File: src/rtl/wb_buffer_pkg.sv
// -----------------------------------------------------------------------------
// wb_buffer_pkg
// Shared types for the data-cache writeback buffer.
//   wb_entry_t      : one buffered eviction (valid flag, block address, block data)
//   drain_state_e   : drain controller states (IDLE, DRAIN)
//   offset_bits()   : number of byte-offset bits inside one cache block
// The entry struct is sized by WB_BLOCK_DW / WB_ADDRESS_BITS, so the top-level
// width parameters must keep these values.
// -----------------------------------------------------------------------------
package wb_buffer_pkg;

   localparam int WB_BLOCK_DW     = 256;
   localparam int WB_ADDRESS_BITS = 32;

   typedef struct packed {
      logic                       valid;
      logic [WB_ADDRESS_BITS-1:0] address;
      logic [WB_BLOCK_DW-1:0]     data;
   } wb_entry_t;

   typedef enum logic {
      IDLE  = 1'b0,
      DRAIN = 1'b1
   } drain_state_e;

   // Byte-offset width of a block: addresses are compared above this bit.
   function automatic int offset_bits(input int block_dw);
      return $clog2(block_dw / 8);
   endfunction

endpackage

File: src/rtl/wb_match_cam.sv
// -----------------------------------------------------------------------------
// wb_match_cam
// Block-address CAM over the writeback buffer entries plus the push port.
// Returns a one-hot vector of the youngest hit (bits [DEPTH-1:0] = entries by
// physical index, bit [DEPTH] = the incoming push) and the data of that hit.
// Ports:
//   lookup_address_i : address being searched
//   entries_i        : all buffer entries
//   head_ptr_i       : index of the oldest entry, used to order by age
//   push_valid_i     : incoming push takes part in the search
//   push_address_i   : incoming push address
//   push_data_i      : incoming push data
//   hit_onehot_o     : youngest matching source, one-hot
//   hit_o            : any match
//   hit_data_o       : data of the youngest match
// -----------------------------------------------------------------------------
module wb_match_cam
   import wb_buffer_pkg::*;
#(
   parameter int DEPTH           = 4,
   parameter int ADDRESS_BITS    = WB_ADDRESS_BITS,
   parameter int DCACHE_BLOCK_DW = WB_BLOCK_DW
) (
   input  logic [ADDRESS_BITS-1:0]    lookup_address_i,
   input  wb_entry_t                  entries_i [DEPTH],
   input  logic [$clog2(DEPTH)-1:0]   head_ptr_i,
   input  logic                       push_valid_i,
   input  logic [ADDRESS_BITS-1:0]    push_address_i,
   input  logic [DCACHE_BLOCK_DW-1:0] push_data_i,
   output logic [DEPTH:0]             hit_onehot_o,
   output logic                       hit_o,
   output logic [DCACHE_BLOCK_DW-1:0] hit_data_o
);

   localparam int PTR_W  = $clog2(DEPTH);
   localparam int OFFSET = offset_bits(DCACHE_BLOCK_DW);

   logic [PTR_W-1:0] idx;

   // Shifting the XOR drops the byte offset so only block bits are compared.
   function automatic logic same_block(input logic [ADDRESS_BITS-1:0] a,
                                       input logic [ADDRESS_BITS-1:0] b);
      return ((a ^ b) >> OFFSET) == '0;
   endfunction

   // Walk entries oldest to youngest so later matches override earlier ones,
   // then let the push port override everything since it is younger still.
   always_comb begin
      hit_onehot_o = '0;
      hit_o        = 1'b0;
      hit_data_o   = '0;
      idx          = '0;
      for (int age = 0; age < DEPTH; age++) begin
         idx = head_ptr_i + PTR_W'(age);
         if (entries_i[idx].valid && same_block(entries_i[idx].address, lookup_address_i)) begin
            hit_onehot_o      = '0;
            hit_onehot_o[idx] = 1'b1;
            hit_o             = 1'b1;
            hit_data_o        = entries_i[idx].data;
         end
      end
      if (push_valid_i && same_block(push_address_i, lookup_address_i)) begin
         hit_onehot_o        = '0;
         hit_onehot_o[DEPTH] = 1'b1;
         hit_o               = 1'b1;
         hit_data_o          = push_data_i;
      end
   end

endmodule

File: src/rtl/dcache_writeback_buffer.sv
// -----------------------------------------------------------------------------
// dcache_writeback_buffer
// Queues dirty-block evictions from the data cache and drains them to the
// memory write port. Read misses that hit a queued block are served from the
// buffer so a read never overtakes a pending write to the same block.
// Optional feature macro: WB_COALESCE_EN (push to a queued block overwrites it
// in place instead of allocating a new entry).
// Ports:
//   clk, rst            : clock, asynchronous active-high reset
//   wb_valid_i/ready_o  : eviction push handshake, wb_address_i/wb_data_i payload
//   rd_valid_i          : read-miss request at rd_address_i
//   flush_i             : force the buffer to drain to empty
//   mem_rd_*            : read forwarded to memory (buffer miss)
//   mem_wr_*            : head entry written to memory, accepted by mem_wr_ready_i
//   fwd_*               : read served from the buffer, one cycle after the request
//   empty_o, count_o    : occupancy status
// -----------------------------------------------------------------------------
module dcache_writeback_buffer
   import wb_buffer_pkg::*;
#(
   parameter int DCACHE_BLOCK_DW = WB_BLOCK_DW,
   parameter int ADDRESS_BITS    = WB_ADDRESS_BITS,
   parameter int DEPTH           = 4,
   parameter int DRAIN_THRESHOLD = 2,
   parameter int IDLE_TIMEOUT    = 16
) (
   input  logic                       clk,
   input  logic                       rst,
   input  logic                       wb_valid_i,
   output logic                       wb_ready_o,
   input  logic [ADDRESS_BITS-1:0]    wb_address_i,
   input  logic [DCACHE_BLOCK_DW-1:0] wb_data_i,
   input  logic                       rd_valid_i,
   input  logic [ADDRESS_BITS-1:0]    rd_address_i,
   input  logic                       flush_i,
   output logic                       mem_rd_valid_o,
   output logic [ADDRESS_BITS-1:0]    mem_rd_address_o,
   output logic                       mem_wr_valid_o,
   output logic [ADDRESS_BITS-1:0]    mem_wr_address_o,
   output logic [DCACHE_BLOCK_DW-1:0] mem_wr_data_o,
   input  logic                       mem_wr_ready_i,
   output logic                       fwd_valid_o,
   output logic [ADDRESS_BITS-1:0]    fwd_address_o,
   output logic [DCACHE_BLOCK_DW-1:0] fwd_data_o,
   output logic                       empty_o,
   output logic [$clog2(DEPTH):0]     count_o
);

   localparam int PTR_W  = $clog2(DEPTH);
   localparam int CNT_W  = $clog2(DEPTH) + 1;
   localparam int IDLE_W = $clog2(IDLE_TIMEOUT + 1);

   // Entry storage: valid bits are reset, address/data are plain storage.
   logic                       valid_q [DEPTH];
   logic                       valid_d [DEPTH];
   logic [ADDRESS_BITS-1:0]    addr_q  [DEPTH];
   logic [ADDRESS_BITS-1:0]    addr_d  [DEPTH];
   logic [DCACHE_BLOCK_DW-1:0] data_q  [DEPTH];
   logic [DCACHE_BLOCK_DW-1:0] data_d  [DEPTH];
   wb_entry_t                  entries [DEPTH];

   logic [PTR_W-1:0]  head_q, head_d;
   logic [PTR_W-1:0]  tail_q, tail_d;
   logic [CNT_W-1:0]  count_q, count_d;
   drain_state_e      state_q, state_d;
   logic [IDLE_W-1:0] idle_cnt_q, idle_cnt_d;

   logic                       fwd_valid_q, fwd_valid_d;
   logic [ADDRESS_BITS-1:0]    fwd_address_q, fwd_address_d;
   logic [DCACHE_BLOCK_DW-1:0] fwd_data_q, fwd_data_d;

   logic full, empty;
   logic pop;
   logic push_alloc, push_coalesce, push_any;
   logic rd_push_valid;

   logic [DEPTH:0]             rd_onehot, coal_onehot;
   logic                       rd_hit, coal_hit;
   logic [DCACHE_BLOCK_DW-1:0] rd_hit_data, coal_hit_data;
   logic                       unused_cam_outputs;

   assign full  = (count_q == CNT_W'(DEPTH));
   assign empty = (count_q == '0);

   for (genvar i = 0; i < DEPTH; i++) begin : g_entry_view
      assign entries[i] = '{valid: valid_q[i], address: addr_q[i], data: data_q[i]};
   end

   wb_match_cam #(
      .DEPTH           (DEPTH),
      .ADDRESS_BITS    (ADDRESS_BITS),
      .DCACHE_BLOCK_DW (DCACHE_BLOCK_DW)
   ) u_rd_cam (
      .lookup_address_i (rd_address_i),
      .entries_i        (entries),
      .head_ptr_i       (head_q),
      .push_valid_i     (rd_push_valid),
      .push_address_i   (wb_address_i),
      .push_data_i      (wb_data_i),
      .hit_onehot_o     (rd_onehot),
      .hit_o            (rd_hit),
      .hit_data_o       (rd_hit_data)
   );

   // Coalescing only looks at stored entries; the push itself is the lookup.
   wb_match_cam #(
      .DEPTH           (DEPTH),
      .ADDRESS_BITS    (ADDRESS_BITS),
      .DCACHE_BLOCK_DW (DCACHE_BLOCK_DW)
   ) u_coal_cam (
      .lookup_address_i (wb_address_i),
      .entries_i        (entries),
      .head_ptr_i       (head_q),
      .push_valid_i     (1'b0),
      .push_address_i   ('0),
      .push_data_i      ('0),
      .hit_onehot_o     (coal_onehot),
      .hit_o            (coal_hit),
      .hit_data_o       (coal_hit_data)
   );

   // A buffer hit suppresses the memory read; a forwarded read also blocks
   // the drain write because memory takes one dcache request per cycle.
   assign mem_rd_valid_o   = rd_valid_i & ~rd_hit;
   assign mem_rd_address_o = rd_address_i;
   assign mem_wr_valid_o   = (state_q == DRAIN) & ~empty & ~mem_rd_valid_o;
   assign mem_wr_address_o = addr_q[head_q];
   assign mem_wr_data_o    = data_q[head_q];
   assign pop              = mem_wr_valid_o & mem_wr_ready_i;

`ifdef WB_COALESCE_EN
   logic coal_on_popped_head;

   // Overwriting the head while it leaves would lose the write, so that case
   // falls back to allocating a fresh tail entry. The read lookup uses the
   // pop-independent form of acceptance to keep the path free of loops.
   assign coal_on_popped_head = coal_onehot[head_q] & pop;
   assign wb_ready_o          = ~full | (coal_hit & ~coal_on_popped_head);
   assign push_coalesce       = wb_valid_i & wb_ready_o & coal_hit & ~coal_on_popped_head;
   assign push_alloc          = wb_valid_i & wb_ready_o & ~push_coalesce;
   assign rd_push_valid       = wb_valid_i & (~full | coal_hit);
   assign unused_cam_outputs  = ^{rd_onehot, coal_onehot[DEPTH], coal_hit_data};
`else
   // A pop in the same cycle never makes room for a push.
   assign wb_ready_o         = ~full;
   assign push_coalesce      = 1'b0;
   assign push_alloc         = wb_valid_i & ~full;
   assign rd_push_valid      = push_alloc;
   assign unused_cam_outputs = ^{rd_onehot, coal_onehot, coal_hit, coal_hit_data};
`endif

   assign push_any = push_alloc | push_coalesce;

   // Next entry contents: retire the head, coalesce in place, or append.
   always_comb begin
      valid_d = valid_q;
      addr_d  = addr_q;
      data_d  = data_q;
      if (pop) begin
         valid_d[head_q] = 1'b0;
      end
      if (push_coalesce) begin
         for (int i = 0; i < DEPTH; i++) begin
            if (coal_onehot[i]) begin
               data_d[i] = wb_data_i;
            end
         end
      end
      if (push_alloc) begin
         valid_d[tail_q] = 1'b1;
         addr_d[tail_q]  = wb_address_i;
         data_d[tail_q]  = wb_data_i;
      end
   end

   // Pointers wrap naturally because DEPTH is a power of two.
   always_comb begin
      head_d  = head_q + PTR_W'(pop);
      tail_d  = tail_q + PTR_W'(push_alloc);
      count_d = count_q + CNT_W'(push_alloc) - CNT_W'(pop);
   end

   // Drain decision and idle counter. The counter runs only while idle and
   // saturates so a long quiet period cannot wrap it back below the timeout.
   always_comb begin
      state_d    = state_q;
      idle_cnt_d = idle_cnt_q;
      case (state_q)
         IDLE: begin
            if ((count_q >= CNT_W'(DRAIN_THRESHOLD)) ||
                ((idle_cnt_q == IDLE_W'(IDLE_TIMEOUT)) && !empty) ||
                flush_i) begin
               state_d = DRAIN;
            end
         end
         DRAIN: begin
            if ((count_d == '0) && !flush_i) begin
               state_d = IDLE;
            end
         end
         default: state_d = IDLE;
      endcase
      if (push_any || (state_q != IDLE) || (state_d != IDLE)) begin
         idle_cnt_d = '0;
      end else if (idle_cnt_q != IDLE_W'(IDLE_TIMEOUT)) begin
         idle_cnt_d = idle_cnt_q + IDLE_W'(1);
      end
   end

   // Forward path: capture the hit data now, present it for one cycle next.
   always_comb begin
      fwd_valid_d   = rd_valid_i & rd_hit;
      fwd_address_d = fwd_address_q;
      fwd_data_d    = fwd_data_q;
      if (rd_valid_i && rd_hit) begin
         fwd_address_d = rd_address_i;
         fwd_data_d    = rd_hit_data;
      end
   end

   // Queue control state: reset discards every buffered entry.
   always_ff @(posedge clk or posedge rst) begin
      if (rst) begin
         head_q  <= '0;
         tail_q  <= '0;
         count_q <= '0;
         for (int i = 0; i < DEPTH; i++) begin
            valid_q[i] <= 1'b0;
         end
      end else begin
         head_q  <= head_d;
         tail_q  <= tail_d;
         count_q <= count_d;
         valid_q <= valid_d;
      end
   end

   // Drain FSM with its idle counter and the registered forward strobe.
   always_ff @(posedge clk or posedge rst) begin
      if (rst) begin
         state_q     <= IDLE;
         idle_cnt_q  <= '0;
         fwd_valid_q <= 1'b0;
      end else begin
         state_q     <= state_d;
         idle_cnt_q  <= idle_cnt_d;
         fwd_valid_q <= fwd_valid_d;
      end
   end

   // Payload storage carries no reset; it is only read behind a valid bit.
   always_ff @(posedge clk) begin
      addr_q        <= addr_d;
      data_q        <= data_d;
      fwd_address_q <= fwd_address_d;
      fwd_data_q    <= fwd_data_d;
   end

   assign fwd_valid_o   = fwd_valid_q;
   assign fwd_address_o = fwd_address_q;
   assign fwd_data_o    = fwd_data_q;
   assign empty_o       = empty;
   assign count_o       = count_q;

endmodule

File: config.mk
export PLATFORM = sky130hd
export DESIGN_NAME = dcache_writeback_buffer
export DESIGN_NICKNAME = d
export VERILOG_FILES = /design/src/rtl/wb_buffer_pkg.sv /design/src/rtl/wb_match_cam.sv /design/src/rtl/dcache_writeback_buffer.sv
export SDC_FILE = /design/constraint.sdc
export NUM_CORES = 2
export LEC_CHECK = 0
export BUFFER_PORTS_ARGS = -buffer_cell sky130_fd_sc_hd__buf_2
export CELL_PAD_IN_SITES_DETAIL_PLACEMENT = 0
export CELL_PAD_IN_SITES_GLOBAL_PLACEMENT = 2
export CORE_UTILIZATION = 43
export CTS_CLUSTER_SIZE = 12
export DETAILED_ROUTE_END_ITERATION = 7
export PLACE_DENSITY_LB_ADDON = 0.1
export SYNTH_ARGS = -nofsm -noshare
export SYNTH_HDL_FRONTEND = slang
export SYNTH_SLANG_ARGS = --single-unit
File: constraint.sdc
create_clock -name clk -period 31.8 [get_ports clk]
set_input_delay 1.59 -clock clk [delete_from_list [all_inputs] [get_ports clk]]
set_output_delay 1.59 -clock clk [all_outputs]
set_load 0.01 [all_outputs]
=== Word-level counts from Yosys, hierarchy flattened ===
Index checks and enable logic that the tools add are counted.

* Register bits after elaboration: 1458
* Input port bits: 326
* Output and inout bits: 616
* Word-level logic and storage cells: 132

* Add/sub/neg operators: 8
* Magnitude comparators: 8
* Eq/ne operators: 3
* Mux-type cells: 45
* Bitwise logic cells: 24
* Reduce and logical (&&, ||, !) cells: 24

{| class="wikitable"
|+ Operator list
! kind !! count
|-
| 289-bit binary-select mux with 2-bit select || 4
|-
| 289-bit two-way mux || 8
|-
| 256-bit two-way mux || 8
|-
| 1024-bit bitwise mux || 1
|-
| 256-bit binary-select mux with 2-bit select || 1
|-
| 256-bit demux with 2-bit select || 1
|-
| 32-bit zero test || 5
|-
| 32-bit XOR || 5
|-
| 128-bit bitwise mux || 1
|-
| 32-bit two-way mux || 3
|-
| 32-bit binary-select mux with 2-bit select || 1
|-
| 32-bit demux with 2-bit select || 1
|-
| 3-bit >= comparator, second input constant || 5
|-
| 2-bit NOT with 3-bit output || 5
|-
| 1-bit logical AND || 10
|-
| 5-bit two-way mux || 2
|-
| 1-bit two-way mux || 9
|-
| 4-bit two-way mux || 2
|-
| 1-bit AND || 6
|-
| 3-bit zero test || 2
|-
| 3-bit by 1-bit less-than comparator with 1-bit output, second input constant || 2
|-
| 5-bit by 1-bit adder with 5-bit output, second input constant || 1
|-
| 5-bit equality test, second input constant || 1
|-
| 5-bit inequality test, second input constant || 1
|-
| other kinds (16) || 27
|}

=== Logic depth before layout (Yosys ltp) ===
* Depth after elaboration: 24
* Depth in mapped cells: 31
* Depth with buffers taken out: 19

=== By module ===
A second synthesis with hierarchy kept.

* Cells, all modules: 6582
* Area total of the unflattened synthesis: 90244.1 um^2

{| class="wikitable"
|+ Modules (own cells, without submodules)
! module !! instances !! cells each !! area each (um^2) !! sequential area each (um^2)
|-
| dcache_writeback_buffer || 1 || 1915 || 51280.4 || 43691.9
|-
| wb_match_cam || 1 || 4667 || 38963.6 || 0.0
|}

=== Least setup slack after synthesis ===
OpenSTA, ideal clock, no wires.

* Path kind: register -> register
* Start point: reg head_q[1]
* End point: reg fwd_valid_q (netlist: fwd_valid_o)
* Arrival: 25.176 ns
* Required time: 29.506 ns
* Slack: 4.330 ns
* Stages on the path, launching flop included: 23
* Clock period less this slack: 27.470 ns
* Path through: dfrtp_1 buf_4 buf_4 buf_4 buf_6 buf_4 buf_2 clkbuf_1 clkbuf_1 inv_1 ha_1 buf_4 buf_4 buf_4 buf_2 mux2i_1 a2bb2oi_1 a21oi_1 a2111oi_0 nand4_1 nor3b_2 nor3_1 a21boi_0

* Longest elaborated chain between the ends: 13
* Elaborated cells on any way between the ends: 37
* Classes of those cells: add/sub: 3; mux: 17; bitwise: 9; reduce/logical: 8

{| class="wikitable"
|+ RTL lines
! item !! line !! text
|-
| start, declared || dcache_writeback_buffer.sv:62 || <nowiki>logic [PTR_W-1:0] head_q, head_d;</nowiki>
|-
| start signal, assigned || dcache_writeback_buffer.sv:224 || <nowiki>head_q <= '0;</nowiki>
|-
| start signal, assigned || dcache_writeback_buffer.sv:231 || <nowiki>head_q <= head_d;</nowiki>
|-
| 2-bit by 1-bit adder with 2-bit output / 2-bit NOT with 3-bit output (equally long branches) || n/a ||
|-
| 2-bit NOT with 3-bit output (implied by the code) / 289-bit binary-select mux with 2-bit select (equally long branches) || n/a ||
|-
| 289-bit binary-select mux with 2-bit select / 289-bit two-way mux (equally long branches) || n/a ||
|-
| 289-bit two-way mux, on equally long branches || n/a ||
|-
| 289-bit two-way mux / 32-bit XOR (equally long branches) || n/a ||
|-
| 32-bit XOR / 32-bit zero test (equally long branches) || wb_match_cam.sv:43 || <nowiki>return ((a ^ b) >> OFFSET) == '0;</nowiki>
|-
| 32-bit zero test / 1-bit logical AND (equally long branches) || wb_match_cam.sv:43, wb_match_cam.sv:55 ||
|-
| 1-bit logical AND / 1-bit two-way mux (equally long branches) || wb_match_cam.sv:55 || <nowiki>if (entries_i[idx].valid && same_block(entries_i[idx].address, lookup_address_i)) begin</nowiki>
|-
| 1-bit two-way mux (2 in a row) || wb_match_cam.sv:55 ||
|-
| 1-bit two-way mux (*) || wb_match_cam.sv:55 ||
|-
| 1-bit two-way mux (*) || wb_match_cam.sv:62 || <nowiki>if (push_valid_i && same_block(push_address_i, lookup_address_i)) begin</nowiki>
|-
| 1-bit AND (*) || dcache_writeback_buffer.sv:212 || <nowiki>fwd_valid_d = rd_valid_i & rd_hit;</nowiki>
|-
| via fwd_valid_d || dcache_writeback_buffer.sv:68 || <nowiki>logic fwd_valid_q, fwd_valid_d;</nowiki>
|-
| end signal, assigned || dcache_writeback_buffer.sv:247 || <nowiki>fwd_valid_q <= fwd_valid_d;</nowiki>
|-
| end, declared || dcache_writeback_buffer.sv:68 ||
|}

Mark *: on every way through the listed nets, which the timed path passes. The rest lies on a longest branch. The select of a mux whose other input is x is not followed.
A chain may end at the register's enable or synchronous reset.

=== Worst setup path after layout ===
* Start point: reg head_q[0]
* End point: reg fwd_data_q[32] (netlist: fwd_data_o[32]) (enable)

* Longest elaborated chain between the ends: 13
* Elaborated cells on any way between the ends: 37
* Classes of those cells: add/sub: 3; mux: 17; bitwise: 8; reduce/logical: 9

{| class="wikitable"
|+ RTL lines
! item !! line !! text
|-
| 2-bit by 1-bit adder with 2-bit output / 2-bit NOT with 3-bit output (equally long branches) || n/a ||
|-
| 2-bit NOT with 3-bit output (implied by the code) / 289-bit binary-select mux with 2-bit select (equally long branches) || n/a ||
|-
| 289-bit binary-select mux with 2-bit select / 289-bit two-way mux (equally long branches) || n/a ||
|-
| 289-bit two-way mux, on equally long branches || n/a ||
|-
| 289-bit two-way mux / 32-bit XOR (equally long branches) || n/a ||
|-
| 32-bit XOR / 32-bit zero test (equally long branches) || wb_match_cam.sv:43 ||
|-
| 32-bit zero test / 1-bit logical AND (equally long branches) || wb_match_cam.sv:43, wb_match_cam.sv:55 ||
|-
| 1-bit logical AND / 1-bit two-way mux (equally long branches) || wb_match_cam.sv:55 ||
|-
| 1-bit two-way mux (2 in a row) || wb_match_cam.sv:55 ||
|-
| 1-bit two-way mux (*) || wb_match_cam.sv:55 ||
|-
| 1-bit two-way mux (*) || wb_match_cam.sv:62 ||
|-
| 1-bit logical AND (*) || dcache_writeback_buffer.sv:215 || <nowiki>if (rd_valid_i && rd_hit) begin</nowiki>
|-
| end signal, assigned || dcache_writeback_buffer.sv:256 || <nowiki>fwd_data_q <= fwd_data_d;</nowiki>
|-
| end, declared || dcache_writeback_buffer.sv:70 || <nowiki>logic [DCACHE_BLOCK_DW-1:0] fwd_data_q, fwd_data_d;</nowiki>
|}

Mark *: on every way between the ends. The rest lies on a longest branch, timed or not. The select of a mux whose other input is x is not followed.

==> flow_summary.json <==
{
  "post-route-min-period_ns": 9.56,
  "pwr-share-clk": 0.220,
  "avgSynthCellArea_um2": 15.6,
  "crit_path_cell_trace": "inv_2 > buf_4 > ha_4 > buf_4 > mux2_2 > nand2b_1 > a32o_1 > a311o_1 > or4_1 > nor3b_4 > buf_4 > nor3_1 > a21boi_4 > buf_4 > buf_4 > buf_4",
  "initial_core_util": 0.434,
  "gp_congestion": 0.886,
  "timing.rr.end": "fwd_data_o[32]$_DFFE_PP_",
  "tightestPinTransition_ns": 1.21,
  "critical_path.slowest_cell": "ha_4",
  "drv_slew": 0,
  "grt_pass1_wl_um": 400000,
  "clkTransAtPathRegs_ns": 0.06,
  "met1_usage": 0.352,
  "r2r_start": "head_q[0]$_DFF_PP0_",
  "yosys-top-cells-count": "edfxtp_1, mux4_2, a21oi_1",
  "worstPathArrival_ns": 9.98,
  "post_cts_buffers": 0,
  "leakage_nw": 31.7,
  "row_count": 162,
  "grt_max_degree": 141,
  "path_delay_family": "buffers and inverters",
  "place.port_buffers": 941,
  "grt_overflow_total": 0,
  "synth_area_um2": 84600,
  "drt_iter0_drc": 5375,
  "die_area_um2": 199000,
  "power.switching_mw": 3.18,
  "core_um2": 195000,
  "grtUsageMet2": 0.443,
  "max_slew_margin": 0.192,
  "synth_area_leaders": "edfxtp_1, mux4_2, a21oi_1",
  "start_kind": "flip-flop",
  "slowest_delay_ns": 0.84,
  "p_int_mw": 5.76,
  "cts_made_buffers": 173,
  "syn_nets": 5773,
  "hold_class": "reg -> reg",
  "clock_latency_ns": 0.82,
  "worst_ir_drop_vdd_uv": 120,
  "finalCritPeriodShare": 0.301,
  "setup_viol": 0,
  "cts.sink_count": 1458,
  "ys_async_sr_fraction": 0.0123,
  "fin_cells": 8874,
  "worstSetupPathType": "reg -> reg",
  "ys_warn_count": 0,
  "r2r_slack_ns": 22.24,
  "wire_per_inst_um": 31.4,
  "synth_top_area_frac": 0.511,
  "nFillCells": 16536,
  "ys_seq_area_frac": 0.516,
  "synth_area_leader_cell": "edfxtp_1",
  "cp-end-kind": "flip-flop",
  "pwr-share-comb": 0.478,
  "die_x_um": 446,
  "place_area_um2": 90800,
  "max_freq_ghz": 0.105,
  "synth.distinct_cells": 63,
  "switching_share": 0.355,
  "routed_via_density": 6.49,
  "final_util": 0.494,
  "grt_use_total": 0.274,
  "met3_usage": 0.0571,
  "worstPathRequired_ns": 32.22,
  "maxCapViolCount": 0,
  "ioPinCount": 942,
  "cts_tree": "done",
  "final-hold-violation-count": 0,
  "cts_max_path_buffers": 3,
  "synth-seq-cells": 1458,
  "pre_cts_ws_ns": 22.20,
  "min_from": "idle_cnt_q[4]$_DFFE_PP0P_",
  "p_per_area_nw_per_um2": 92.6,
  "antenna_found_initial": 88,
  "min_to": "idle_cnt_q[4]$_DFFE_PP0P_",
  "htreeDepth": 4,
  "antenna_left": 0,
  "path_buf_inv": 7,
  "fin_ws_ns": 22.24,
  "reg2reg_depth": 16,
  "finalClockSkew_ns": 0.0359,
  "path_max_fanout": 55,
  "dr.pass1.iters": 6,
  "grt-busiest-layer": "met2",
  "outcome": "completed",
  "dpl.hpwl_um": 167000,
  "synth_ff_type": "edfxtp_1",
  "drc": 0,
  "nets": 6408,
  "die_height_um": 446,
  "rsz0062_at_grt": "false",
  "wl_um": 279000,
  "synth_edf_count": 1440,
  "vias": 57591,
  "syn_inst": 5435,
  "min_path_cells": 2,
  "dp_cells": 8519,
  "cts-resized-gates": 0,
  "drive_above_1_share": 0.383,
  "path_common_cell": "buf_4",
  "grt_pass1_vias": 55867,
  "syn_to_final_growth_pct": 14.0,
  "setup-tns-final_ns": 0,
  "seq_power_share": 0.301,
  "post-synth-top-count-cell": "edfxtp_1",
  "fin_area_um2": 96500,
  "clk_root_buffer_cell": "clkbuf_16",
  "cts_hold_buf": 0
}
==> through the flow <==
stage	hold WS, ns	power, mW
5_1_grt	0.581	9.35
6_report	0.553	8.94
3_5_place_dp	0.542	7.03
2_1_floorplan	0.504	6.07
4_1_cts	0.552	9.02
3_3_place_gp	0.533	7.02
==> worst reg2reg max path: cells and delay by family, from the launching register on <==
| family | cells | cell delay [ns] |
|---|---|---|
| buffers and inverters | 7 | 4.48 |
| and+or+nand+nor | 4 | 1.81 |
| adders and majority gates | 1 | 0.86 |
| AOI/OAI and AO/OA | 3 | 0.76 |
| DFF | 1 | 0.70 |
| muxes | 1 | 0.44 |
==> flip-flops by register name, indices dropped and copies added, names as in the netlist <==
register       cells
state_q            1
tail_q             2
entries            4
count_o            3
data_q          1024
addr_q           128
fwd_valid_o        1
fwd_data_o       256
head_q             2
idle_cnt_q         5
fwd_address_o     32
==> power groups by stage <==
| stage | combinational, mW | clock [mW] | sequential [mW] |
|---|---|---|---|
| CTS | 4.33 | 2.01 | 2.69 |
| global route | 4.55 | 2.07 | 2.73 |
| finish | 4.28 | 1.97 | 2.69 |
| detailed placement | 4.31 | 0 | 2.72 |
| floorplan | 3.28 | 0 | 2.79 |
| global placement | 4.32 | 0 | 2.71 |
==> cell usage in the layout, fill, tap and decap left out, types with 6 or more instances in the layout <==
master / synthesis / layout
edfxtp_1: 1440 / 1440
mux4_2: 1089 / 1089
buf_2: 167 / 941
a21oi_1: 534 / 534
nor2_1: 532 / 530
o22ai_1: 267 / 267
and3_1: 258 / 257
o21a_1: 256 / 256
clkbuf_16: 0 / 180
mux2i_1: 117 / 117
buf_4: 57 / 80
xnor2_1: 70 / 70
clkbuf_1: 300 / 44
xor2_1: 42 / 42
clkinv_1: 0 / 42
diode_2: 0 / 40
nand2_1: 31 / 31
inv_1: 25 / 25
clkinv_2: 0 / 18
nand3_1: 16 / 16
bufinv_16: 0 / 16
dfrtp_1: 18 / 16
buf_12: 1 / 16
nand4_1: 15 / 15
o21ai_0: 13 / 13
nor4_1: 12 / 12
ha_1: 11 / 10
nor3_1: 10 / 8
a22oi_1: 7 / 7
a211oi_1: 6 / 6
clkinvlp_4: 0 / 6
==> layout make-up <==
| class | count | area (um^2) | area share |
|---|---|---|---|
| diodes | 40 | 100 | 0.00104 |
| clock buffers | 228 | 4720 | 0.0490 |
| well taps | 2624 | 3280 | 0.0340 |
| clock inverters | 87 | 840 | 0.00870 |
| flip-flops and latches | 1458 | 43700 | 0.453 |
| inverters | 26 | 97.6 | 0.00101 |
| multi-input cells | 3374 | 38100 | 0.395 |
| repair buffers | 1037 | 5630 | 0.0583 |
==> layer usage <==
metal | vias to the layer above | part of all wire
li1 | 24012 | -
met1 | 30378 | 0.38
met2 | 2562 | 0.49
met3 | 581 | 0.076
met4 | 58 | 0.050
met5 | - | 0.0014
==> worst max path at each step <==
| stage | start | end | slack (ns) | depth (start not counted) |
|---|---|---|---|---|
| finish | head_q[0]$_DFF_PP0_ | fwd_data_o[32]$_DFFE_PP_ | 22.24 | 16 |
| global route | head_q[0]$_DFF_PP0_ | fwd_data_o[25]$_DFFE_PP_ | 21.72 | 16 |
| CTS | head_q[0]$_DFF_PP0_ | fwd_data_o[25]$_DFFE_PP_ | 22.18 | 16 |
| detailed placement | head_q[0]$_DFF_PP0_ | fwd_data_o[79]$_DFFE_PP_ | 22.20 | 16 |
| global placement | head_q[0]$_DFF_PP0_ | fwd_data_o[33]$_DFFE_PP_ | 22.24 | 16 |
| floorplan | head_q[1]$_DFF_PP0_ | fwd_valid_o$_DFF_PP0_ | 4.33 | 22 |
==> cell families (layout without fill, tap and decap cells) <==
kind of cell               after synthesis  in the layout  synth area share
xor gates and xnor gates               112            112            0.0116
and+or+nand+nor                        896            896            0.0494
adders and majority gates               12             12           0.00186
AOI/OAI and AO/OA                     1141           1141            0.0818
other                                    0             40                 0
muxes                                 1213           1213             0.305
buffers and inverters                  603           1378            0.0344
DFF                                   1458           1458             0.516
Power figures use the tool's default switching activity.
